<file path="src/rtl/mem_pkg.sv">
// Shared request/response types for the L1-cache to main-memory ports.
package mem_pkg;
  localparam int ADDR_W = 32;
  localparam int DATA_W = 32;

  typedef struct packed {
    logic              Valid;
    logic              Write;
    logic [ADDR_W-1:0] Addr;
    logic [DATA_W-1:0] Wdata;
  } mem_input_t;

  typedef struct packed {
    logic [DATA_W-1:0] Rdata;
    logic              Ready;
  } mem_output_t;
endpackage

</file>
<file path="src/rtl/mem_arbiter.sv">
// Two-port arbiter sharing main memory between the icache (port 0) and the
// dcache (port 1); one transaction in flight, all outputs registered.
module mem_arbiter
  import mem_pkg::*;
#(
  parameter bit RR_EN      = 1'b1,
  parameter bit FIXED_PRIO = 1'b1
) (
  input  logic        clk_i,
  input  logic        rst_i,
  input  mem_input_t  req0_i,
  output mem_output_t rsp0_o,
  input  mem_input_t  req1_i,
  output mem_output_t rsp1_o,
  output mem_input_t  mem_o,
  input  mem_output_t mem_i,
  output logic [1:0]  grant_o
);

  typedef enum logic [1:0] {
    ST_IDLE  = 2'd0,
    ST_ISSUE = 2'd1,
    ST_WAIT  = 2'd2,
    ST_RESP  = 2'd3
  } state_t;

  state_t            state_r, state_s;
  mem_input_t        mem_r, mem_s;
  mem_output_t       rsp0_r, rsp0_s;
  mem_output_t       rsp1_r, rsp1_s;
  logic [1:0]        grant_r, grant_s;
  logic              last_r, last_s;
  logic              win_s;
  logic [DATA_W-1:0] rdata_s;

  // Winner selection; last_r remembers the port that won the previous grant
  always_comb begin
    win_s = 1'b0;
    if (req0_i.Valid && req1_i.Valid) begin
      if (RR_EN) begin
        win_s = ~last_r;
      end else begin
        win_s = FIXED_PRIO;
      end
    end else if (req1_i.Valid) begin
      win_s = 1'b1;
    end else begin
      win_s = 1'b0;
    end
  end

  // Writes return zero data to the requester regardless of what mainmem drives
  assign rdata_s = mem_r.Write ? {DATA_W{1'b0}} : mem_i.Rdata;

  // Next-state and next-output logic
  always_comb begin
    state_s      = state_r;
    mem_s        = mem_r;
    mem_s.Valid  = 1'b0;
    rsp0_s       = rsp0_r;
    rsp0_s.Ready = 1'b0;
    rsp1_s       = rsp1_r;
    rsp1_s.Ready = 1'b0;
    grant_s      = grant_r;
    last_s       = last_r;
    case (state_r)
      ST_IDLE: begin
        if (req0_i.Valid || req1_i.Valid) begin
          // Fields latched here are what mainmem sees, whatever the requester does next
          mem_s       = win_s ? req1_i : req0_i;
          mem_s.Valid = 1'b1;
          grant_s     = win_s ? 2'b10 : 2'b01;
          last_s      = win_s;
          state_s     = ST_ISSUE;
        end else begin
          state_s = ST_IDLE;
        end
      end
      ST_ISSUE: begin
        state_s = ST_WAIT;
      end
      ST_WAIT: begin
        if (mem_i.Ready) begin
          if (grant_r[1]) begin
            rsp1_s.Rdata = rdata_s;
            rsp1_s.Ready = 1'b1;
          end else begin
            rsp0_s.Rdata = rdata_s;
            rsp0_s.Ready = 1'b1;
          end
          state_s = ST_RESP;
        end else begin
          state_s = ST_WAIT;
        end
      end
      ST_RESP: begin
        grant_s = 2'b00;
        state_s = ST_IDLE;
      end
      default: begin
        grant_s = 2'b00;
        state_s = ST_IDLE;
      end
    endcase
  end

  // State and output registers
  always_ff @(posedge clk_i) begin
    if (rst_i) begin
      state_r <= ST_IDLE;
      mem_r   <= '0;
      rsp0_r  <= '0;
      rsp1_r  <= '0;
      grant_r <= 2'b00;
      last_r  <= 1'b1;
    end else begin
      state_r <= state_s;
      mem_r   <= mem_s;
      rsp0_r  <= rsp0_s;
      rsp1_r  <= rsp1_s;
      grant_r <= grant_s;
      last_r  <= last_s;
    end
  end

  assign mem_o   = mem_r;
  assign rsp0_o  = rsp0_r;
  assign rsp1_o  = rsp1_r;
  assign grant_o = grant_r;

endmodule

</file>
<file path="config.mk">
export PLATFORM = sky130hd
export DESIGN_NAME = mem_arbiter
export DESIGN_NICKNAME = d
export VERILOG_FILES = /design/src/rtl/mem_pkg.sv /design/src/rtl/mem_arbiter.sv
export SDC_FILE = /design/constraint.sdc
export NUM_CORES = 1
export LEC_CHECK = 0
export ABC_AREA = 1
export CAP_MARGIN = 20
export CORE_UTILIZATION = 42
export CTS_BUF_LIST = sky130_fd_sc_hd__clkbuf_4
export CTS_CLUSTER_DIAMETER = 60
export DETAILED_ROUTE_END_ITERATION = 6
export PLACE_DENSITY = 0.87
export RECOVER_POWER = 50
export SYNTH_ARGS = -nofsm -noshare
export SYNTH_HDL_FRONTEND = slang
export SYNTH_SLANG_ARGS = --single-unit
</file>
<file path="constraint.sdc">
create_clock -name clk_i -period 1.7 [get_ports clk_i]
set_input_delay 0.34 -clock clk_i [delete_from_list [all_inputs] [get_ports clk_i]]
set_output_delay 0.34 -clock clk_i [all_outputs]
set_load 0.1 [all_outputs]
</file>
==> out/summary.md, run 1 <==
The analysis attributes to cell leakage a power of 4.61 nW. After layout, the minimum clock period comes to 1.59 ns. The floorplan has 44 rows. The clock sink count was 137. The tree is rooted in a sky130_fd_sc_hd__clkbuf_4.

The die is 125 um wide. Excluding fillers, the count of instances in the completed layout stands at 1371. Synthesis produced 900 cells. Counting along the longest clock path gives a buffer depth of 2. At the worst endpoint, the required time is 1.36 ns.

The final-report hold violation count was 0. In the final routed layout, each cell accounts on average for 15.6 um. After synthesis the cells add up to 6310 um^2. The last element of the critical path was rsp1_o[7].

The via count of the first global-routing pass is 6865, and the floorplan die area is 15500 um^2. The endpoint kind of the worst setup timing path is an output port. The run gives 1540 um as the wire length on met3. The height of the die works out to 125 um.

By startpoint and endpoint, the worst setup path is classified as reg2out. In this run the cell area measured after placement is 10800 um^2. The tools report the startpoint of the most critical register-to-register path as state_r[0]. For the number of max-slew violations in the final report, the log shows 0. TritonCTS created 17 clock buffers. For this run, the top clock speed supported by timing is 627 MHz. Detailed placement ended at an HPWL of 15000 um.

Summed over all layers, the global routing overflow is 0. The overall routing resource usage is 0.271. In this run, synthesis produced a sequential element count of 137.

The core outline area was 14600 um^2; the count of pins on the block boundary was 301. After the first detailed-routing iteration, the DRC count stood at 413. By area the synthesized netlist is led by sky130_fd_sc_hd__dfxtp_1 (43%), sky130_fd_sc_hd__nor2_1 (18%), sky130_fd_sc_hd__o21ai_0 (9.8%). The first global-routing pass estimated 33800 um of wire. The cell depth of the worst setup path is 1, and the wire length on met1 is 8140 um. Maximum vdd ir drop: 0.924 mV. The worst register-to-register path ends at mem_o[45].

Entering global routing, the biggest net connects 76 pins. The critical-path cell with the highest stage delay is sky130_fd_sc_hd__dfxtp_1. The number of buffers and inverters on the critical path came out at 1. Counting the fill cells in the layout gives 1124. Max-capacitance violation count: 0. The total routed wirelength was 21400 um.

Setup repair after global routing left no endpoint under its margin. The library cell used most frequently in the layout, excluding fill and tap cells, is sky130_fd_sc_hd__nor2_1. The synthesized design spends more area on one cell type than any other, namely sky130_fd_sc_hd__dfxtp_1.

The fraction of the cycle the final worst path needs works out to 0.938. The netlist uses 18 different library cells. Worst min-delay path category: in2reg. The final setup skew was 0.0232 ns; the post-synthesis to final-layout area growth was 57.8%. The run gives 0 as the yosys synthesis warning count. In the layout the commonest cells are sky130_fd_sc_hd__nor2_1 (294), sky130_fd_sc_hd__clkdlybuf4s50_1 (165), sky130_fd_sc_hd__dfxtp_1 (136).

The detailed router placed 7029 vias in this run. The kind of cell adding the most delay to the critical path was flip-flops. Measured in cells, the most critical reg-to-reg path has a length of 8.

Data arrives at the worst endpoint at 1.25 ns. The logs give 0.433 for the initial cell density of the core and 1072 for the synthesized netlist net count. The routability congestion estimate from global placement was 0.810. After detailed routing, the number of remaining DRC violations is 2.

The finished cells cover 9960 um^2. CTS built an H-tree with a depth of 4. The quantity of I/O buffers inserted on ports is 300. The pin slew with the least headroom to its limit works out to 0.323 ns. After detailed routing, no signal wire sits above met4.

The tightest slew margin relative to the limit is 0.786. The area share of the largest cell type after synthesis works out to 0.434. TritonCTS built the clock tree.

The final reports fail on design-rule violations. The register area share after synthesis was 0.434; the number of antenna violations at the first check in global routing was 2. The register-to-register path setup slack is 0.11 ns, and the longest individual stage delay on the worst path is 0.36 ns. In the final design database the tool counted 1344 nets.

After clock tree synthesis, the clock-pin slew on the worst setup and hold paths is 0.13 ns. Proportion of layout cells with a drive suffix above 1: 0.170. Timing startpoint of the critical path: rsp1_o[7]. The tools report the number of instances in the placed design as 1332. Traced cell by cell, the critical path runs through clkbuf_4. The clock insertion delay at the later pin of the skew report is 0.56 ns.

The met2 layer wire length in the routed design is 10400 um. Setup violations remaining at the end of the flow were counted as 0. The average cell area after synthesis works out to 7.02 um^2. The kind of start point of the critical path is a register. The number of detailed-route iterations in the first pass was 7.

After detailed routing, the number of vias per cell comes to 5.13. The detail route stage leaves a number of antenna-violating nets equal to 0. In this run the worst path has a maximum fanout of 2. Power spread over the standard cell area amounts to 1450 nW/um^2. The run finished, with violations left.
-- layer usage --
metal,GRT usage,vias to the layer above
met5,0,-
met4,0.180,0
met3,0.0803,84
met2,0.463,321
met1,0.289,3183
li1,-,3441
-- state kept, by name, summed over array words and instances, names as in the netlist --
signal and cells:
last_r 1, state_r 2, rsp0_o 33, mem_o 66
rsp1_o 33, grant_o 2
-- cell type report --
type | instances | area, um^2 | share of cell area
Antenna cell | 2 | 5.00 | 0.000502
Tap cell | 184 | 230 | 0.0231
Timing Repair Buffer | 326 | 3490 | 0.350
Multi-Input combinational cell | 647 | 3000 | 0.301
Clock buffer | 17 | 128 | 0.0128
Sequential cell | 137 | 2750 | 0.276
Clock inverter | 15 | 200 | 0.0201
Inverter | 43 | 161 | 0.0162
-- cell families (layout without fill, tap and decap cells) --
group | Yosys count | after routing | share of synthesized area
compound gates | 199 | 199 | 0.184
fa+ha+maj | 5 | 5 | 0.00991
buf+inv | 116 | 401 | 0.0923
flops | 137 | 137 | 0.434
other cells | 0 | 2 | 0
simple gates | 443 | 443 | 0.279
-- through the flow --
| step | util | power [W] | worst slack (ns) | TNS (ns) | hold slack, ns |
|---|---|---|---|---|---|
| floorplan | - | 0.00977 | 0.162 | 0 | 0.409 |
| global placement | 0.738 | 0.0130 | -0.0934 | -2.77 | 0.490 |
| detailed placement | 0.738 | 0.0131 | -0.147 | -5.56 | 0.505 |
| CTS | 0.761 | 0.0156 | 0.0413 | 0 | 0.221 |
| global route | 0.683 | 0.0151 | 0.0177 | 0 | 0.231 |
| finish | 0.683 | 0.0144 | 0.105 | 0 | 0.253 |
-- synthesized netlist by cell type --
cell type                  count
sky130_fd_sc_hd__nand3_1      67
sky130_fd_sc_hd__dfxtp_1     137
sky130_fd_sc_hd__buf_2        19
sky130_fd_sc_hd__nand2_2       1
sky130_fd_sc_hd__a21oi_1       4
sky130_fd_sc_hd__a21boi_1     14
sky130_fd_sc_hd__inv_1        43
sky130_fd_sc_hd__nand2_1      75
sky130_fd_sc_hd__nor2_4        2
sky130_fd_sc_hd__buf_4         1
sky130_fd_sc_hd__clkbuf_1     37
sky130_fd_sc_hd__o21ai_0     123
sky130_fd_sc_hd__a21boi_0     51
sky130_fd_sc_hd__buf_6        16
sky130_fd_sc_hd__o211ai_1      1
sky130_fd_sc_hd__nor2_1      298
sky130_fd_sc_hd__ha_1          5
sky130_fd_sc_hd__o21ai_1       6
-- how the worst min path moves through the flow --
stage	start	cells after the start	to	slack (ns)
finish	req1_i[65]	3	state_r[0]	0.25
global route	req1_i[65]	3	state_r[0]	0.23
CTS	req1_i[65]	3	state_r[0]	0.22
detailed placement	rsp0_o[31]	2	rsp0_o[31]	0.50
global placement	rsp0_o[31]	2	rsp0_o[31]	0.49
floorplan	rst_i	1	rsp0_o[30]	0.41
-- where the power goes --
group | switching, W | internal (W) | leakage (nW) | total, W
logic | 0.00563 | 0.00212 | 3.31 | 0.00775
registers | 0.000414 | 0.00377 | 1.12 | 0.00419
clock network | 0.00130 | 0.00117 | 0.170 | 0.00247
total | 0.00734 | 0.00706 | 4.61 | 0.0144
-- timing repair --
action,in CTS,in global routing
hold buffers,0,0
buffers inserted,0,5
endpoints found under the setup margin,1,4
cloned,0,0
gates resized for setup,1,2
pin swaps,0,1
Note: power is estimated with default switching activity, not from simulation.
==> run 2: changes to the inputs <==
--- a/config.mk
+++ b/config.mk
@@ -7,11 +7,13 @@
 export LEC_CHECK = 0
 export ABC_AREA = 1
 export CAP_MARGIN = 20
-export CORE_UTILIZATION = 42
+export CORE_MARGIN = 5
+export CORE_UTILIZATION = 36
 export CTS_BUF_LIST = sky130_fd_sc_hd__clkbuf_4
 export CTS_CLUSTER_DIAMETER = 60
 export DETAILED_ROUTE_END_ITERATION = 6
-export PLACE_DENSITY = 0.87
+export GPL_TIMING_DRIVEN = 0
+export PLACE_DENSITY = 0.77
 export RECOVER_POWER = 50
 export SYNTH_ARGS = -nofsm -noshare
 export SYNTH_HDL_FRONTEND = slang
==> run 2 against run 1 <==
The run now ends clean. Final cell count rose by 6.6%. Sequential cell count is the same. Register-to-register slack about the same. Sequential share of layout area grew 1.1 points. Non-clock buffer count up 51. First-iteration DRC count down 5.1%. Cell area is 3.6% lower. Core utilization fell by 13 points. Critical path depth did not move. Hold slack got worse by 0.076 ns. Count of clock-buffer cells in the layout grew 2. Worst setup slack got worse by 0.054 ns.
==> out/summary.md, run 2 (synthesis gave the netlist of run 1 again) <==
For the CTS H-tree depth, the log shows 4 (unchanged). The critical setup path kind was reg2out (unchanged). Critical-path cell with the highest stage delay: sky130_fd_sc_hd__buf_2 (was sky130_fd_sc_hd__dfxtp_1). The core outline area was 17200 um^2 (was 14600 um^2); the critical path arrival was 1.31 ns (was 1.25 ns).

Final-report hold violation count: 0 (unchanged). The area used by multi-input combinational logic is 3010 um^2 (was 3000 um^2), and the number of cells on the worst reg-to-reg path is 9 (was 8). The footprint of the flip-flops and latches came out at 2750 um^2 (about the same). The final worst-path setup slack was 0.0511 ns (was 0.105 ns); the total vias in the final route was 7046 (was 7029). The logs give 137 (unchanged) for the clock sink count and 5 (was 7) for the number of detailed-route iterations in the first pass. Maximum number of pins on one net before global-route repair: 17 (was 76). TritonCTS built the clock tree. The kind of cell adding the most delay to the critical path is buffers and inverters (was flip-flops). The worst-path maximum fanout is 2 (unchanged). Ordered cell list for the critical path: buf_2 (was clkbuf_4). The logs give 4.55 nW (was 4.61 nW) for the leakage power summed over all cells and 48 (was 44) for the standard-cell row count. The quantity of I/O buffers inserted on ports is 299 (was 300). For the initial cell density of the core, the log shows 0.366 (was 0.433). The run gives 17400 um (was 15000 um) as the post-DP HPWL.

Endpoint kind of the worst setup timing path: an output port (unchanged). The cell depth of the worst setup path came out at 1 (unchanged). Power per unit of standard cell area: 1430 nW/um^2 (was 1450 nW/um^2). Longest individual stage delay on the worst path: 0.43 ns (was 0.36 ns). The tools report the overall routing resource usage as 0.217 (was 0.271). For the max-capacitance violation count, the log shows 0 (unchanged). The worst min-delay path category is in2reg (unchanged). The hold path depth came out at 3 (unchanged). The upper clock frequency limit is 606 MHz (was 627 MHz). The most common library cell in the layout ignoring fill and taps is sky130_fd_sc_hd__nor2_1 (unchanged). The clock input transition at the sequential cells of the worst setup and hold paths is 0.11 ns (was 0.13 ns), and the clock insertion delay at the later pin of the skew report is 0.55 ns (was 0.56 ns). The run gives 0 (unchanged) as the number of max-slew violations in the final report. The number of buffers between clock root and the deepest sink came out at 2 (unchanged).

The pin slew with the least headroom to its limit works out to 0.517 ns (was 0.323 ns). For the total routed wirelength, the log shows 23300 um (was 21400 um). The number of instances in the placed design is 1424 (was 1332). Vias per cell: 4.82 (was 5.13).

The tools report the total number of nets in the final design as 1395 (was 1344). The run gives 17 (unchanged) as the number of clock buffers inserted by TritonCTS. The proportion of layout cells with a drive suffix above 1 works out to 0.183 (was 0.170). The run gives 392 (was 413) as the starting DRC count in detailed routing.

The maximum vdd ir drop was 0.941 mV (was 0.924 mV). The remaining design rule violation count was 0 (was 2); the total power after layout was 0.0137 W (was 0.0144 W). The run finished with clean final reports. The number of buffers and inverters on the critical path was 1 (unchanged). Master cell of the clock root buffer: sky130_fd_sc_hd__clkbuf_4 (unchanged). The wire length of the first global-routing pass is 35200 um (was 33800 um).

The fraction of the cycle the final worst path needs was 0.970 (was 0.938); the number of fill cells was 1735 (was 1124). The run gives 0.0333 ns (was 0.0232 ns) as the final setup skew. The overflow left after global routing was 0 (unchanged); the final routed wire length divided by cell count was 15.9 um (was 15.6 um).

Width of the die: 142 um (was 125 um). The via count of the first global-routing pass came out at 6733 (was 6865). The tools report the floorplan die area as 20300 um^2 (was 15500 um^2). The post-synthesis to final-layout area growth was 52.1% (was 57.8%); the tightest slew margin relative to the limit was 0.658 (was 0.786). The count of pins on the block boundary came out at 301 (unchanged). The flip-flop count of the largest register, all copies and words added came out at 66 (unchanged).

Number of setup violations in the final report: 0 (unchanged). Commonest non-fill, non-tap cells in the layout: sky130_fd_sc_hd__nor2_1 (295), sky130_fd_sc_hd__clkdlybuf4s50_1 (165), sky130_fd_sc_hd__dfxtp_1 (133) (was sky130_fd_sc_hd__nor2_1 (294), sky130_fd_sc_hd__clkdlybuf4s50_1 (165), sky130_fd_sc_hd__dfxtp_1 (136)). Height of the die: 142 um (was 125 um).

The run gives 0 (unchanged) as the count of nets left with antenna violations after detail routing. The worst slack at placement was -0.458 ns (was -0.147 ns). The routability congestion estimate from global placement is 0.830 (was 0.810), and the clock period minus final worst setup slack is 1.65 ns (was 1.59 ns).

The run gives 1461 (was 1371) as the filler-free cell count of the finished design. For the number of antenna violations at the first check in global routing, the log shows 2 (unchanged). The required time reported for the critical path endpoint came out at 1.36 ns (about the same).

Kind of start point of the critical path: a register (unchanged). Setup repair after global routing could not meet its margin everywhere.
==> run 2: final cells by class <==
type | instances | share of cell area
Buffer | 73 | 0.0472
Clock buffer | 19 | 0.0149
Tap cell | 225 | 0.0293
Inverter | 43 | 0.0168
Multi-Input combinational cell | 647 | 0.313
Clock inverter | 11 | 0.0104
Timing Repair Buffer | 304 | 0.281
Sequential cell | 137 | 0.286
Antenna cell | 2 | 0.000521
==> run 2: final timing paths <==
kind	slack, ns	startpoint	endpoint
hold / removal	0.18	req1_i[65]	state_r[0]
setup / recovery	0.05	mem_o[44]	mem_o[44]
hold reg to reg	0.48	rsp0_o[31]	rsp0_o[31]
setup reg to reg	0.11	state_r[0]	mem_o[61]
==> run 2: power breakdown <==
group / switching, W / leakage [nW] / internal, W
clock network: 0.00123 / 0.125 / 0.000740
registers: 0.000291 / 1.12 / 0.00378
logic: 0.00579 / 3.30 / 0.00189
total: 0.00730 / 4.55 / 0.00641
==> run 2: what timing repair did <==
item / 4_1_cts / 5_1_grt
gates resized for setup: 791 / 47
hold buffers: 0 / 0
setup endpoints to repair: 206 / 133
pin swaps: 0 / 2
gates cloned: 0 / 1
setup buffers: 0 / 4
==> run 2: routing by layer <==
metal	share of wire	global-route usage	wire [um]	vias to the layer above
met5	0	0	0	-
met4	0.025	0.0765	573	0
met3	0.070	0.0491	1630	37
met2	0.48	0.360	11100	228
met1	0.43	0.280	9950	3239
li1	-	-	-	3542
==> run 2: metrics by stage <==
stage                     area [um^2]  setup TNS (ns)   util  hold slack, ns
after global routing             9600         -0.0991  0.557           0.140
after global placement           9590          -54.57  0.556           0.450
final                            9600               0  0.557           0.177
after CTS                        9470               0  0.549           0.127
after floorplan                  6320               0      -           0.409
after detailed placement         9590          -57.50  0.556           0.463
==> run 3: changes to the inputs <==
--- a/config.mk
+++ b/config.mk
@@ -6,14 +6,14 @@
 export NUM_CORES = 1
 export LEC_CHECK = 0
 export ABC_AREA = 1
-export CAP_MARGIN = 20
+export CAP_MARGIN = 15
 export CORE_MARGIN = 5
-export CORE_UTILIZATION = 36
+export CORE_UTILIZATION = 42
 export CTS_BUF_LIST = sky130_fd_sc_hd__clkbuf_4
 export CTS_CLUSTER_DIAMETER = 60
 export DETAILED_ROUTE_END_ITERATION = 6
 export GPL_TIMING_DRIVEN = 0
-export PLACE_DENSITY = 0.77
+export PLACE_DENSITY = 0.87
 export RECOVER_POWER = 50
 export SYNTH_ARGS = -nofsm -noshare
 export SYNTH_HDL_FRONTEND = slang
==> constraint.sdc (replaced) <==
create_clock -name clk_i -period 1.8 [get_ports clk_i]
set_input_delay 0.36 -clock clk_i [delete_from_list [all_inputs] [get_ports clk_i]]
set_output_delay 0.36 -clock clk_i [all_outputs]
set_load 0.1 [all_outputs]
==> run 3 against run 2 <==
Core utilization is 6.9 points higher. Clock power hardly changed. Worst setup slack better by 0.028 ns. Register-to-register slack hardly changed. First-iteration DRC count is 19% higher. Cell area is 4.5% lower. Largest cell class is now multi-input gates.
==> out/summary.md, run 3 (synthesis gave the netlist of run 1 again) <==
The leakage power summed over all cells is 4.50 nW (was 4.55 nW). The quantity of I/O buffers inserted on ports works out to 299 (unchanged). The run gives 0 ns (unchanged) as the accumulated negative setup slack.

The remaining design rule violation count was 0 (unchanged). Endpoint kind of the worst setup timing path: an output port (unchanged). Critical-path cell with the highest stage delay: sky130_fd_sc_hd__buf_2 (unchanged). The core utilization of the finished layout was 0.626 (was 0.557); the CTS H-tree depth was 4 (unchanged). The most common library cell in the layout ignoring fill and taps is sky130_fd_sc_hd__nor2_1 (unchanged).

The number of setup violations in the final report is 0 (unchanged), and the worst-path maximum fanout is 2 (unchanged). The tools report the critical path arrival as 1.36 ns (was 1.31 ns). The run finished with clean final reports. The tools report the total power after layout as 0.0127 W (was 0.0137 W). Commonest non-fill, non-tap cells in the layout: sky130_fd_sc_hd__nor2_1 (296), sky130_fd_sc_hd__clkdlybuf4s50_1 (164), sky130_fd_sc_hd__buf_2 (146) (was sky130_fd_sc_hd__nor2_1 (295), sky130_fd_sc_hd__clkdlybuf4s50_1 (165), sky130_fd_sc_hd__dfxtp_1 (133)). The run gives 14600 um^2 (was 17200 um^2) as the core outline area. The kind of cell adding the most delay to the critical path is buffers and inverters (unchanged).

The vias per cell was 5.04 (was 4.82); the initial cell density of the core was 0.431 (was 0.366). Setup repair after global routing could not meet its margin everywhere. The run gives 581 MHz as the upper clock frequency limit. Ordered cell list for the critical path: buf_2 (unchanged).

The worst min-delay path category was in2reg (unchanged). The run gives 0 (unchanged) as the number of max-slew violations in the final report. The number of antenna violations at the first check in global routing is 1 (was 2). The tightest slew margin relative to the limit was 0.652 (was 0.658); the width of the die was 133 um (was 142 um).

The flip-flop count of the largest register, all copies and words added works out to 66 (unchanged). The tools report the clock insertion delay at the later pin of the skew report as 0.55 ns (about the same). For the max-capacitance violation count, the log shows 0 (unchanged).

TritonCTS built the clock tree. Filler-free cell count of the finished design: 1415 (was 1461). The required time reported for the critical path endpoint is 1.44 ns (was 1.36 ns), and the clock period minus final worst setup slack is 1.72 ns. The number of instances in the placed design came out at 1383 (was 1424). The tools report the number of hold buffers added after CTS as 0 (unchanged). The wire length of the first global-routing pass is 36100 um (was 35200 um), and the post-DP HPWL is 17700 um (was 17400 um). The height of the die was 133 um (was 142 um). The fraction of the cycle the final worst path needs is 0.956, and the number of buffers and inverters on the critical path is 1 (unchanged).

The overall routing resource usage came out at 0.255 (was 0.217). The count of nets left with antenna violations after detail routing is 0 (unchanged). The final setup skew came out at 0.0215 ns (was 0.0333 ns).

Total vias in the final route: 7127 (was 7046). The run gives 23200 um (was 23300 um) as the total routed wirelength. The logs give 6869 (was 6733) for the via count of the first global-routing pass and 0 (unchanged) for the final-report hold violation count. The starting DRC count in detailed routing is 466 (was 392). The tools report the timing startpoint of the critical path as mem_o[30] (was mem_o[44]).

The count of pins on the block boundary was 301 (unchanged). The final routed wire length divided by cell count was 16.4 um (was 15.9 um); the longest individual stage delay on the worst path was 0.44 ns (was 0.43 ns). The worst slack at placement is -0.388 ns (was -0.458 ns). The tools report the total number of nets in the final design as 1390 (was 1395). The logs give 0 (unchanged) for the overflow left after global routing and 0.900 (was 0.830) for the routability congestion estimate from global placement.

The clock sink count came out at 137 (unchanged). The run gives 44 (was 48) as the standard-cell row count. The number of buffers between clock root and the deepest sink is 2 (unchanged). The pin slew with the least headroom to its limit is 0.526 ns (was 0.517 ns).

The number of detailed-route iterations in the first pass is 7 (was 5), and the post-synthesis to final-layout area growth is 45.2% (was 52.1%). Maximum number of pins on one net before global-route repair: 17 (unchanged). Kind of start point of the critical path: a register (unchanged). Critical setup path kind: reg2out (unchanged).

The floorplan die area is 17600 um^2 (was 20300 um^2), and the clock input transition at the sequential cells of the worst setup and hold paths is 0.14 ns (was 0.11 ns). The number of clock buffers inserted by TritonCTS came out at 17 (unchanged). The power per unit of standard cell area was 1380 nW/um^2 (was 1430 nW/um^2). Final worst-path setup slack: 0.0788 ns (was 0.0511 ns). The startpoint of the most critical register-to-register path was state_r[0] (unchanged). The proportion of layout cells with a drive suffix above 1 came out at 0.172 (was 0.183).

Launch point of the worst hold path: req1_i[65] (unchanged). The tools report the maximum vdd ir drop as 1.22 mV (was 0.941 mV). The master cell of the clock root buffer is sky130_fd_sc_hd__clkbuf_4 (unchanged).
-- run 3: what timing repair did --
action                     CTS  global route
cloned                       0             0
resized for setup          672            19
setup endpoints to repair  136            51
setup buffers                0             0
-- run 3: final timing paths --
path                     end  slack (ns)  cells after the start
setup reg to reg   mem_o[40]        0.12                      9
hold / removal    state_r[0]        0.18                      3
setup / recovery   mem_o[30]        0.08                      1
hold reg to reg   rsp0_o[30]        0.48                      2
-- run 3: per-stage QoR --
step	area, um^2	hold WS (ns)
6_report	9170	0.178
5_1_grt	9170	0.118
4_1_cts	9140	0.121
3_5_place_dp	9540	0.466
3_3_place_gp	9540	0.450
2_1_floorplan	6320	0.429
-- run 3: power breakdown --
group	switching, W	internal (W)
sequential	0.000250	0.00356
clock	0.00117	0.000818
combinational	0.00545	0.00143
-- run 3: per-layer routing --
metal	track usage	vias to the layer above	wire length [um]
li1	-	3523	-
met1	0.302	3261	9350
met2	0.425	281	11100
met3	0.0824	62	1770
met4	0.111	0	930
met5	0	-	0
-- run 3: final cells by class --
class,count,area [um^2]
Antenna cell,1,2.50
Buffer,73,429
Clock buffer,18,135
Clock inverter,13,130
Fill cell,1364,5480
Inverter,43,161
Multi-Input combinational cell,647,2990
Sequential cell,137,2750
Tap cell,184,230
Timing Repair Buffer,299,2340
